**config.mk**
```make
export PLATFORM = sky130hd
export DESIGN_NAME = board_render_ctrl
export DESIGN_NICKNAME = d
export VERILOG_FILES = /design/src/rtl/board_render_ctrl.sv
export SDC_FILE = /design/constraint.sdc
export NUM_CORES = 1
export LEC_CHECK = 0
export ABC_AREA = 0
export ABC_CLOCK_PERIOD_IN_PS = 9300
export CAP_MARGIN = 15
export CORE_UTILIZATION = 50
export DETAILED_ROUTE_END_ITERATION = 10
export GPL_TIMING_DRIVEN = 0
export PLACE_DENSITY = 0.71
export SLEW_MARGIN = 40
export SYNTH_ARGS = -nofsm -noshare
export SYNTH_HDL_FRONTEND = slang
export SYNTH_SLANG_ARGS = --single-unit
```
**constraint.sdc**
```tcl
create_clock -name clk -period 9.3 [get_ports clk]
set_input_delay 1.86 -clock clk [delete_from_list [all_inputs] [get_ports clk]]
set_output_delay 1.86 -clock clk [all_outputs]
set_load 0.01 [all_outputs]
```
**src/rtl/board_render_ctrl.sv**
```systemverilog
`timescale 1ns/1ps
`default_nettype none
// ============================================================================
// Module   : board_render_ctrl
// Purpose  : Go-board render scheduler. Maps VGA pixels to the nearest 15x15
//            grid intersection, reads the stored stone colour for that cell,
//            and arbitrates the single board-storage port between render
//            reads, game-logic writes and full-board clear sweeps.
// Revision : 1.0 - initial release
// ============================================================================
module board_render_ctrl #(
    parameter int SIDE_X_BEGIN = 102,
    parameter int SIDE_Y_BEGIN = 23,
    parameter int GRID_SIZE    = 31,
    parameter int HALF         = 15,
    parameter int N            = 15
) (
    input  logic       clk,
    input  logic       rst,
    input  logic [9:0] x,
    input  logic [9:0] y,
    input  logic       wr_req,
    input  logic [3:0] wr_row,
    input  logic [3:0] wr_col,
    input  logic [1:0] wr_color,
    output logic       wr_ack,
    input  logic       clr_req,
    output logic       busy,
    output logic [3:0] row,
    output logic [3:0] col,
    output logic [1:0] cell_color,
    output logic       valid
);

    localparam int         c_cells = N * N;
    localparam int         c_x0    = SIDE_X_BEGIN - HALF;
    localparam int         c_y0    = SIDE_Y_BEGIN - HALF;
    localparam int         c_span  = N * GRID_SIZE;
    localparam logic [3:0] c_none  = 4'hF;

    typedef enum logic [1:0] {
        S_CLEAR   = 2'd0,
        S_IDLE    = 2'd1,
        S_WR_WAIT = 2'd2
    } state_t;

    // Counts grid pitches passed along one axis: a comparator chain, no divide.
    function automatic logic [3:0] axis_cell(input logic [9:0] off);
        logic [3:0] cnt;
        cnt = 4'd0;
        for (int k = 1; k < N; k++) begin
            if (off >= 10'(k * GRID_SIZE)) cnt = cnt + 4'd1;
        end
        return cnt;
    endfunction

    state_t     r_state;
    state_t     w_state_nxt;
    logic       w_commit;
    logic [7:0] r_clr_cnt;
    logic       r_wr_ack;
    logic       r_s1_in;
    logic [3:0] r_s1_row;
    logic [3:0] r_s1_col;
    logic [1:0] r_mem [0:c_cells-1];

    // Range-checked offsets: pixels left of / above the window never wrap in.
    logic       w_x_in;
    logic       w_y_in;
    logic       w_in;
    logic [9:0] w_xo;
    logic [9:0] w_yo;
    logic [7:0] w_rd_addr;
    logic [7:0] w_wr_addr;
    logic       w_wr_in_range;
    logic       w_wr_valid;
    logic       w_rd_en;

    assign w_xo          = x - 10'(c_x0);
    assign w_yo          = y - 10'(c_y0);
    assign w_x_in        = (x >= 10'(c_x0)) && (w_xo < 10'(c_span));
    assign w_y_in        = (y >= 10'(c_y0)) && (w_yo < 10'(c_span));
    assign w_in          = w_x_in && w_y_in;
    assign w_rd_addr     = 8'({4'b0, r_s1_row} * 8'(N)) + {4'b0, r_s1_col};
    assign w_wr_addr     = 8'({4'b0, wr_row} * 8'(N)) + {4'b0, wr_col};
    assign w_wr_in_range = (wr_row < 4'(N)) && (wr_col < 4'(N));
    // The ack cycle still sees wr_req high; do not serve the same request twice.
    assign w_wr_valid    = wr_req && !r_wr_ack;
    assign w_rd_en       = r_s1_in && (r_state != S_CLEAR);
    assign busy          = (r_state == S_CLEAR);
    assign wr_ack        = r_wr_ack;

    // Stage 1: register the mapped cell and the in-window flag.
    always_ff @(posedge clk) begin
        if (rst) begin
            r_s1_in  <= 1'b0;
            r_s1_row <= c_none;
            r_s1_col <= c_none;
        end else begin
            r_s1_in  <= w_in;
            r_s1_row <= w_in ? axis_cell(w_yo) : c_none;
            r_s1_col <= w_in ? axis_cell(w_xo) : c_none;
        end
    end

    // Port-owner state register.
    always_ff @(posedge clk) begin
        if (rst) r_state <= S_CLEAR;
        else     r_state <= w_state_nxt;
    end

    // Next state and write commit: clear beats render read beats pending write.
    always_comb begin
        w_state_nxt = r_state;
        w_commit    = 1'b0;
        case (r_state)
            S_CLEAR: begin
                if (r_clr_cnt == 8'(c_cells - 1)) w_state_nxt = S_IDLE;
            end
            S_IDLE: begin
                if (clr_req) begin
                    w_state_nxt = S_CLEAR;
                end else if (w_wr_valid) begin
                    if (!r_s1_in) w_commit    = 1'b1;
                    else          w_state_nxt = S_WR_WAIT;
                end
            end
            S_WR_WAIT: begin
                if (clr_req) begin
                    w_state_nxt = S_CLEAR;
                end else if (!r_s1_in) begin
                    w_commit    = 1'b1;
                    w_state_nxt = S_IDLE;
                end
            end
            default: w_state_nxt = S_CLEAR;
        endcase
    end

    // Clear sweep address: held at zero outside CLEAR so every sweep starts at 0.
    always_ff @(posedge clk) begin
        if (rst || r_state != S_CLEAR) r_clr_cnt <= 8'd0;
        else                           r_clr_cnt <= r_clr_cnt + 8'd1;
    end

    // Acknowledge pulse for the write committed on the previous edge.
    always_ff @(posedge clk) begin
        if (rst) r_wr_ack <= 1'b0;
        else     r_wr_ack <= w_commit;
    end

    // Board storage write side: clear sweep or committed in-range write.
    always_ff @(posedge clk) begin
        if (!rst) begin
            if (r_state == S_CLEAR)               r_mem[r_clr_cnt] <= 2'b00;
            else if (w_commit && w_wr_in_range)   r_mem[w_wr_addr] <= wr_color;
        end
    end

    // Stage 2: storage read plus aligned row/col; blanked while clearing.
    always_ff @(posedge clk) begin
        if (rst) begin
            row        <= c_none;
            col        <= c_none;
            valid      <= 1'b0;
            cell_color <= 2'b00;
        end else begin
            row        <= r_s1_row;
            col        <= r_s1_col;
            valid      <= w_rd_en;
            cell_color <= w_rd_en ? r_mem[w_rd_addr] : 2'b00;
        end
    end

endmodule
`default_nettype wire
```
==> metrics.yaml <==
power_and_ir_drop:
  power_density_mw_per_mm2: 288
  vdd_drop_max_v: 0.000379
  p_leak_nw: 8.71
global_route:
  grt_pass1_vias: 16486
  overflow: 0
  grt_util_met1_pct: 32.8
  grt_util_met2_pct: 42.0
  antenna_found_initial: 1
  busiest_layer: "met2"
  met3_usage_pct: 4.78
  gr-usage-all-layers_pct: 25.2
  grt_pass1_wl_mm: 96.0
  grt_max_degree: 63
sta:
  hold_viol_final: 0
  max_freq_ghz: 0.111
  final.period_utilization_pct: 97.1
  setup_viol: 0
  holdWs_ns: 0.449
  tns_ns: 0
  slew_headroom_pct: 39.9
  worst_slew_pin_slew_ns: 0.902
  fin_skew_ns: 0.0130
  slew_violations: 0
  period_needed_ns: 9.03
logic_synthesis:
  ys_ff_latch: 481
  synth_ff_type: "edfxtp_1"
  synth_cells: 1876
  synth-async-reset-ratio_pct: 0
  synth_warnings: 0
  synth_enable_flop_cells: 450
  avgSynthCellArea_um2: 13.5
  synth_nets: 1997
  yosysSeqAreaShare_pct: 55.9
  yosysUniqueCellTypes: 107
  syn_area_mm2: 0.0253
die:
  die_w_um: 227
  std_cell_rows: 82
  dieArea_mm2: 0.0514
  chipHeight_um: 227
  io_pins: 47
  start_util_pct: 50.6
  fp.coreArea_mm2: 0.0500
finish:
  area_growth_pct: 14.5
  fin_util_pct: 57.9
  layout.nets: 2128
  drive_above_1_share_pct: 22.0
worst_setup_path:
  arrival_ns: 9.52
  rr_endpoint: "cell_color[1]"
  crit_path_start_kind: "input pin"
  worstPathRequired_ns: 9.79
  cp-end-kind: "register"
  r2r_setup_slack_ns: 3.76
  r2r-start: "r_s1_row[2]"
  r2r_cells: 15
  cp_max_fo: 10
  crit_path_max_incr_delay_ns: 0.49
  crit_top_cell: "ha_4"
  slowest_stage: "xnor3_2"
  criticalPathCategory: "in2reg"
cts:
  worst_setup_hold_path_clk_slew_ns: 0.06
  clock_latency_ns: 0.58
  cts_sinks: 481
  h-tree-depth: 2
  clockBufferDepth: 3
  numCtsBuffers: 47
  ctsHoldBuffers: 0
  cts-root-buf: "clkbuf_16"
  cts_tree: "yes"
status:
  status: "completed"
min_path:
  worstHoldStart: "r_s1_col[2]"
  hold_path_class: "reg2reg"
  holdPathEnd: "col[2]"
  whs_path_depth: 1
place:
  hpwl_mm: 43.4
  place_congestion: 0.913
  port_buffers: 38
drt:
  routed_wl_mm: 63.8
  antenna_left: 0
  wl_per_cell_um: 23.5
  drc_errors: 0
  drtIter0Drc: 1806
  vias: 16667
  via_per_inst: 6.14
  first_pass_iters: 5
job:
  max-cap-violations: 0
## timing repair
item                                    CTS  global route
endpoints found under the setup margin    6             6
pin swaps                                11            42
buffers inserted                         13            23
resized for setup                        55            81
cloned                                    0             1
## per-stage QoR
stage          total power [mW]  std cells  worst slack [ns]  area (um2)
3_5_place_dp               6.28       2594             -1.76       26700
6_report                   8.34       2713             0.270       28900
3_3_place_gp               6.20       2586             -1.72       26500
2_1_floorplan              5.10       1876            0.0864       25300
4_1_cts                    8.12       2689            0.0361       28400
5_1_grt                    8.67       2712           -0.0915       28900
## worst max path at each step
stage,start,cells after the start,end
final,x[1],37,r_s1_col[3]
after global routing,x[0],39,r_s1_col[3]
after CTS,x[4],43,r_s1_col[3]
after detailed placement,x[0],37,r_s1_col[3]
after global placement,x[0],37,r_s1_col[3]
after floorplan,y[3],41,r_s1_row[2]
## cells in the final DEF (no fill, tap or decap), drive strengths merged, types with 7 or more instances in the layout
cell type      synthesis  final
and2                  16     16
clkdlybuf4s50          0     29
or3                    9      9
o21ai                 41     41
ha                    73     73
fa                    14     14
or2                   19     19
o31ai                  9      9
nand3                 33     33
mux2i                 18     18
edfxtp               450    450
a21oi                 58     58
inv                   75     74
nor2b                 12     12
dfxtp                 31     31
nor2                 291    291
a21o                  18     18
xnor3                  7      7
clkbuf                72    134
buf                   35     81
clkinv                 1     22
nor3                  34     34
o211ai                 9      9
a31oi                 18     18
nand2                127    127
nand2b                13     13
a211oi                25     25
mux4                 139    139
and3                  10     10
nand4                  8      8
xnor2                 69     69
xor2                  27     27
## final cells by class
class                   count  area [um2]
diodes                      1        2.50
plain buffers             106         561
clock buffers              59        1260
clock inverters            23         110
fillers                  3842       21000
inverters                  76         294
multi-input cells        1212       10900
flip-flops and latches    481       14100
well taps                 672         841
repair buffers             83         816
## registers in the layout, summed over array words and instances, names as in the netlist
signal,cells
r_clr_cnt,8
valid,1
r_s1_in,1
cell_color,2
r_state,2
r_s1_row,4
wr_ack,1
col,4
r_s1_col,4
row,4
r_mem,450
## power by group
| group | total, mW | switching, mW | internal [mW] |
|---|---|---|---|
| combinational | 4.23 | 2.53 | 1.71 |
| clock | 1.74 | 0.785 | 0.958 |
| sequential | 2.36 | 0.0161 | 2.35 |
## Yosys cell counts, types with 8 or more instances
master	n	area (um2)
nand2_1	125	469
a21oi_1	57	285
buf_2	12	60.1
buf_1	13	48.8
o21ai_1	8	40.0
nand2b_1	13	81.3
a31oi_1	15	93.8
xnor2_1	58	508
and2_1	15	93.8
fa_1	14	280
mux4_2	139	3130
a21o_1	17	128
mux2i_1	18	180
xnor2_2	8	130
o31ai_1	8	60.1
nor2_1	291	1090
or2_2	14	87.6
inv_1	75	282
nor2b_1	12	75.1
nand3_1	33	165
ha_1	73	913
o21ai_0	32	160
dfxtp_1	31	621
nor3_1	29	145
and3_1	10	62.6
nand4_1	8	50.1
a211oi_1	20	150
edfxtp_1	450	13500
clkbuf_1	72	270
xor2_1	25	219
## critical path, delay by kind of cell
family | cells | cell delay (ns)
xor gates and xnor gates | 4 | 1.09
adders and majority gates | 6 | 1.41
muxes | 2 | 0.55
and+or+nand+nor | 11 | 2.03
buffers and inverters | 6 | 0.83
AOI/OAI and AO/OA | 8 | 1.70
## layer usage
| metal | vias up | wire length, um | part of all wire [%] |
|---|---|---|---|
| met5 | - | 0 | 0 |
| met2 | 807 | 31200 | 49 |
| met4 | 0 | 2140 | 3.4 |
| met3 | 138 | 5460 | 8.6 |
| li1 | 7341 | - | - |
| met1 | 8381 | 25000 | 39 |
## logic make-up (layout without fill, tap and decap cells)
family | count (synthesis) | count (layout) | share of synthesized area [%]
AOI/OAI and AO/OA | 258 | 258 | 7.46
muxes | 161 | 161 | 13.3
other | 0 | 1 | 0
buffers and inverters | 183 | 347 | 3.04
adders and majority gates | 87 | 87 | 4.72
xor gates and xnor gates | 105 | 105 | 4.70
and+or+nand+nor | 601 | 601 | 10.8
DFF | 481 | 481 | 55.9
Power figures use the tool's default switching activity.
